--- src/rtl/oam_dma_ctrl.sv ---
// CPU-bus DMA engine: snoops a trigger write, halts the CPU, then copies LEN bytes
// from {page,8'h00} upward into a fixed destination port.
module oam_dma_ctrl #(
    parameter logic [15:0] TRIG_ADDR = 16'h4014,
    parameter logic [15:0] DST_ADDR  = 16'h2004,
    parameter logic [15:0] INIT_ADDR = 16'h2003,
    parameter bit          INIT_EN   = 1'b1,
    parameter int unsigned LEN       = 256,
    parameter int unsigned RD_LAT    = 1
) (
    input  logic        clk_in,
    input  logic        rst_in,
    input  logic [15:0] cpumc_a_in,
    input  logic [7:0]  cpumc_din_in,
    input  logic [7:0]  cpumc_dout_in,
    input  logic        cpu_r_nw_in,
    input  logic        abort_in,
    output logic        active_out,
    output logic        done_out,
    output logic [15:0] cpumc_a_out,
    output logic [7:0]  cpumc_d_out,
    output logic        cpumc_r_nw_out,
    output logic [10:0] xfer_cnt_out
);

    typedef enum logic [2:0] {
        StIdle,
        StHalt,
        StInit,
        StRead,
        StWrite,
        StCooldown
    } state_e;

    localparam logic [10:0] LastIdx = 11'(LEN - 1);
    localparam logic [1:0]  LastLat = 2'(RD_LAT);

    state_e      state_q, state_d;
    logic [7:0]  page_q, page_d;
    logic [10:0] idx_q, idx_d;
    logic [10:0] cnt_q, cnt_d;
    logic [7:0]  data_q, data_d;
    logic [1:0]  lat_q, lat_d;
    logic        done_q, done_d;

    always_ff @(posedge clk_in or posedge rst_in) begin
        if (rst_in) begin
            state_q <= StIdle;
            page_q  <= 8'h00;
            idx_q   <= 11'd0;
            cnt_q   <= 11'd0;
            data_q  <= 8'h00;
            lat_q   <= 2'd0;
            done_q  <= 1'b0;
        end else begin
            state_q <= state_d;
            page_q  <= page_d;
            idx_q   <= idx_d;
            cnt_q   <= cnt_d;
            data_q  <= data_d;
            lat_q   <= lat_d;
            done_q  <= done_d;
        end
    end

    always_comb begin
        state_d = state_q;
        page_d  = page_q;
        idx_d   = idx_q;
        cnt_d   = cnt_q;
        data_d  = data_q;
        lat_d   = lat_q;
        done_d  = 1'b0;
        unique case (state_q)
            StIdle: begin
                if (cpumc_a_in == TRIG_ADDR && !cpu_r_nw_in) begin
                    page_d  = cpumc_din_in;
                    idx_d   = 11'd0;
                    cnt_d   = 11'd0;
                    state_d = StHalt;
                end
            end
            StHalt: begin
                if (cpu_r_nw_in) begin
                    state_d = INIT_EN ? StInit : StRead;
                    lat_d   = 2'd0;
                end
            end
            StInit: begin
                state_d = StRead;
                lat_d   = 2'd0;
            end
            StRead: begin
                // Address is held steady, so data is valid on the last READ cycle.
                if (lat_q == LastLat) begin
                    data_d  = cpumc_dout_in;
                    state_d = StWrite;
                end else begin
                    lat_d = lat_q + 2'd1;
                end
            end
            StWrite: begin
                cnt_d = cnt_q + 11'd1;
                if (idx_q == LastIdx) begin
                    state_d = StCooldown;
                    done_d  = 1'b1;
                end else begin
                    idx_d   = idx_q + 11'd1;
                    lat_d   = 2'd0;
                    state_d = StRead;
                end
            end
            StCooldown: begin
                if (cpu_r_nw_in) state_d = StIdle;
            end
            default: state_d = StIdle;
        endcase
        // Abort beats completion, even when it lands on the final write.
        if (abort_in && state_q != StIdle) begin
            state_d = StIdle;
            done_d  = 1'b0;
        end
    end

    always_comb begin
        active_out     = 1'b0;
        cpumc_a_out    = 16'h0000;
        cpumc_d_out    = 8'h00;
        cpumc_r_nw_out = 1'b1;
        unique case (state_q)
            StHalt: active_out = 1'b1;
            StInit: begin
                active_out     = 1'b1;
                cpumc_a_out    = INIT_ADDR;
                cpumc_r_nw_out = 1'b0;
            end
            StRead: begin
                active_out  = 1'b1;
                cpumc_a_out = {page_q, 8'h00} + {5'b00000, idx_q};
            end
            StWrite: begin
                active_out     = 1'b1;
                cpumc_a_out    = DST_ADDR;
                cpumc_d_out    = data_q;
                cpumc_r_nw_out = 1'b0;
            end
            default: ;
        endcase
    end

    assign done_out     = done_q;
    assign xfer_cnt_out = cnt_q;

endmodule

--- config.mk ---
export PLATFORM = sky130hd
export DESIGN_NAME = oam_dma_ctrl
export DESIGN_NICKNAME = d
export VERILOG_FILES = /design/src/rtl/oam_dma_ctrl.sv
export SDC_FILE = /design/constraint.sdc
export NUM_CORES = 1
export LEC_CHECK = 0
export BUFFER_PORTS_ARGS = -buffer_cell sky130_fd_sc_hd__buf_2
export CAP_MARGIN = 30
export CORE_UTILIZATION = 44
export DETAILED_ROUTE_END_ITERATION = 8
export PLACE_DENSITY = 0.67
export RECOVER_POWER = 25
export SETUP_SLACK_MARGIN = 0.5
export SYNTH_ARGS = -nofsm -noshare
export SYNTH_HDL_FRONTEND = slang
export SYNTH_SLANG_ARGS = --single-unit
--- constraint.sdc ---
create_clock -name clk_in -period 2.2 [get_ports clk_in]
set_clock_uncertainty 0.1 [all_clocks]
set_input_delay 0.44 -clock clk_in [delete_from_list [all_inputs] [get_ports clk_in]]
set_output_delay 0.44 -clock clk_in [all_outputs]
set_load 0.01 [all_outputs]
Yosys cells after proc, flatten, opt, wreduce, memory -nomap -nowiden
Cells that the tools add are included.
{ "word_totals": {"inputBits": 36, "regBits": 44, "out_inout_bits": 38, "elab_cells": 64} }
{ "classes": {"addsub": 4, "eq_ne": 16, "mux": 22, "n_reduce_logical": 15} }
{ "ops": {"columns": ["op", "count"], "rows": [
  ["$pmux W16 S3", 1],
  ["$pmux W11 S2", 2],
  ["$add A11 B1 Y11 const B", 2],
  ["$mux W11", 2],
  ["$mux W3", 6],
  ["$pmux W3 S6", 1],
  ["$add A16 B11 Y16", 1],
  ["$eq A16 B15 Y1 const B", 1],
  ["$ne A3 B3 Y1 const B", 4],
  ["$eq A11 B8 Y1 const B", 1],
  ["$mux W8", 1],
  ["$ne A2 B2 Y1 const B", 4],
  ["$pmux W2 S4", 1],
  ["$reduce_and A4 Y1", 2],
  ["$eq A3 B2 Y1 const B", 2],
  ["$eq A3 B3 Y1 const B", 2],
  ["$mux W2", 3],
  ["$reduce_and A2 Y1", 3],
  ["$mux W1", 5],
  ["$reduce_bool A4 Y1", 1],
  ["$reduce_or A4 Y1", 1],
  ["$eq A3 B1 Y1 const B", 1],
  ["$logic_not A3 Y1", 1],
  ["$reduce_and A3 Y1", 1],
  ["other kinds (7)", 8]
]} }

Depth between registers and ports, before layout
{ "depth": {"word_depth": 5, "depth_mapped": 7} }

Least setup slack after synthesis
Ideal clock, no wire load.
{ "synth_timing": {"path_type": "reg2out", "start": "reg idx_q[9]", "end": "out cpumc_a_out[15]", "stages_incl_launch_ff": 6, "t_required_ps": 1660, "setup_slack_ps": 47, "arrival_time_ps": 1613, "path_cell_list": "dfrtp_1 -> ha_1 -> a21o_1 -> a21oi_1 -> or4_1 -> a21oi_1"} }
{ "synth_between": {"elab_chain_len": 2} }
{ "synth_lines": {"columns": ["item", "line_no", "rtl"], "rows": [
  ["start: declaration", "40", "logic [10:0] idx_q, idx_d;"],
  ["start signal: assignment", "58", "idx_q <= idx_d;"],
  ["$add A16 B11 Y16", "139", "cpumc_a_out = {page_q, 8'h00} + {5'b00000, idx_q};"],
  ["$pmux W16 S3", "130", "unique case (state_q)"],
  ["end: declaration", "20", "output logic [15:0] cpumc_a_out,"]
]} }
No other way between the ends.

Worst setup path after layout
{ "layout_timing": {"start": "reg page_q[0]", "end": "out cpumc_a_out[14]"} }
{ "layout_between": {"elab_chain_len": 2} }
{ "layout_lines": {"columns": ["item", "line_no", "rtl"], "rows": [
  ["start: declaration", "39", "logic [7:0] page_q, page_d;"],
  ["start signal: assignment", "57", "page_q <= page_d;"],
  ["$add A16 B11 Y16", "139", null],
  ["$pmux W16 S3", "130", null]
]} }
No other way between the ends.

==> results.yml <==
detailed_routing:
  drc: 0
  wire_per_inst_um: 18.8
  num_vias: 2887
  first_pass_iters: 4
  routed_via_density: 5.79
  ant_nets: 0
  wl_mm: 9.40
  drt_iter0_drc: 202
timing:
  fmax_ghz: 0.399
  hold_slack_ns: 0.254
  finalSetupViolations: 6
  rsz0062_at_grt: "yes"
  drv_slew: 0
  period_needed_ns: 2.51
  timing.final.ws_setup_ns: -0.307
  max_slew.worst_pin.slew_ns: 1.34
  finalHoldViolations: 0
  finalCritPeriodShare_pct: 114
  relSlewSlack_pct: 10.6
die:
  die_w_um: 80.6
  pin_count: 74
  core_um2: 5920
  num_rows: 28
  initial_core_util_pct: 45.9
  die_y_um: 80.6
  dieArea_um2: 6490
logic_synthesis:
  postSynth.asyncResetShare_pct: 100
  synth_area_leaders: "dfrtp_1 41%, mux2_2 4.1%, mux2_1 3.3%"
  syn_inst: 275
  synth_top_area_share_pct: 40.5
  yosysSeqAreaShare_pct: 40.5
  avgSynthCellArea_um2: 9.88
  synth_top_area_cell: "dfrtp_1"
  netlist_area_um2: 2720
  synth_flop_cell: "dfrtp_1"
  synth_cell_types: 61
  synth_edf_count: 0
  synth_nets: 318
  ys_ff_latch: 44
  synth_warnings: 0
flow_run:
  max_cap_viol_count: 0
setup_path:
  cp.required_ns: 1.66
  crit_path_end_kind: "output pin"
  path_max_fanout: 3
  crit_arrival_ns: 1.97
  crit_type: "reg -> out"
  worstSetupStartpointType: "flip-flop"
power_and_ir_drop:
  p_leak_nw: 2.11
  p_comb_share_pct: 7.6
  p_per_area_nw_per_um2: 352
  switching_power_w: 0.000400
  max-vdd-ir-drop_mv: 0.301
  p_int_w: 0.00121
  swShare_pct: 24.8
  power_frac_seq_pct: 51.6
  clkPwrFrac_pct: 40.7
layout:
  antennaDiodeCount: 0
  utilization_pct: 77.3
  final_nets: 466
  final_cell_mix: "63 x buf_6, 57 x buf_2, 42 x dfrtp_1"
  syn_to_final_growth_pct: 68.4
  fillers: 360
  regArea_um2: 1100
  final_cells: 499
  drive_gt1_share_pct: 61.3
  multi_input_area_um2: 1920
  layout.cells.most_common: "buf_6"
min_path:
  hp-class: "in -> reg"
grt:
  track_usage_pct: 28.0
  antenna_found_initial: 0
  grt_pass1_vias: 2810
  grt_max_degree: 25
  grt_pass1_wl_mm: 13.8
  overflow: 0
placed_design:
  dpl.cell_count: 424
  place_hpwl_mm: 4.74
  dp_slack_ns: 0.0554
  io_buffers: 73
  gp_congestion: 0.761
cts:
  cts_made_buffers: 5
  insertion_delay_ns: 0.31
  clk_path_buf_depth: 2
  h-tree-depth: 2
  cts_sinks: 44
  ctsHoldBuffers: 0
  cts_tree: "yes"
  cts.clk_slew.worst_paths_ns: 0.09
  root_buffer: "clkbuf_8"
outcome:
  failed_checks: "setup timing"
  status: "complete, but fails checks"
[metal layers]
metal  wire length, um  vias to the layer above  GRT usage [%]
li1                  -                     1318              -
met1              3790                     1419           34.7
met2              4840                      121           50.2
met3               442                       29           3.52
met4               330                        0           8.75
met5                 0                        -              0
[timing repair]
item                       4_1_cts  5_1_grt
cloned                           3        0
setup buffers                   53       10
setup endpoints to repair       68       62
gates resized for setup        104       38
pin swaps                       44       28
[critical path, cell delays in order, from the launching register on]
cell       delay, ns
dfrtp_1         0.38
ha_2            0.21
inv_2           0.04
fa_2            0.38
nor2b_4         0.16
o2111ai_2       0.12
xor2_1          0.16
nor2_1          0.08
buf_2           0.13
[final timing paths]
| check | endpoint | cells past startpoint | from | slack (ns) |
|---|---|---|---|---|
| min in group asynchronous | idx_q[8] | 3 | rst_in | 0.45 |
| worst min-delay path | page_q[6] | 2 | cpumc_din_in[6] | 0.25 |
| worst max-delay path | cpumc_a_out[14] | 8 | page_q[0] | -0.31 |
| worst max register to register | lat_q[0] | 8 | state_q[1] | 0.13 |
| max in group asynchronous | state_q[0] | 4 | rst_in | 0.28 |
| worst min register to register | data_q[7] | 1 | data_q[7] | 0.41 |
[sequential cells by signal, summed over array words and instances, names as in the netlist]
signal	flops
idx_q	11
xfer_cnt_out	11
data_q	8
page_q	8
state_q	3
lat_q	2
done_out	1
[layout make-up]
class / count / area share [%]
clock buffer: 6 / 1.59
clock inverter: 2 / 0.766
inverter: 12 / 0.985
multi-input combinational: 206 / 42.0
sequential: 44 / 24.1
tap: 75 / 2.05
timing repair buffer: 154 / 28.5
[cells by family after synthesis]
family | Yosys count | synth area share, %
AOI/OAI and AO/OA | 57 | 14.4
xor gates and xnor gates | 5 | 1.61
adders and majority gates | 8 | 3.87
DFF | 44 | 40.5
buffers and inverters | 25 | 5.39
and+or+nand+nor | 113 | 24.9
muxes | 23 | 9.30
[metrics by stage]
step	power (W)	setup TNS, ns	instance area [um^2]
global placement	0.000957	0	3320
finish	0.00161	-1.34	4570
detailed placement	0.000961	0	3320
CTS	0.00159	-1.15	4330
global route	0.00165	-2.94	4570
floorplan	0.000897	0	2860
[cell usage after synthesis, types with 3 or more instances]
cell type / number
nand2b_1: 3
nand3_1: 13
buf_2: 3
inv_1: 11
nor4_1: 3
mux2_2: 10
nand2_1: 23
a21o_1: 4
dfrtp_1: 44
a21oi_1: 12
and3_1: 3
nand4_1: 6
o22ai_1: 4
nor3_1: 5
o211ai_1: 4
and2_1: 13
buf_6: 6
xor2_1: 3
o21ai_0: 8
clkbuf_1: 3
nor2b_1: 3
and4_1: 3
ha_1: 6
a31oi_1: 8
or3_1: 6
nor2_1: 11
mux2i_1: 5
mux2_1: 8
[power by group through the flow]
stage	clock network, W	registers (W)	logic (W)
global placement	0	0.000845	0.000112
CTS	0.000645	0.000831	0.000119
finish	0.000656	0.000831	0.000123
global route	0.000683	0.000833	0.000136
detailed placement	0	0.000846	0.000115
floorplan	0	0.000845	0.0000524
Power figures use the tool's default switching activity.
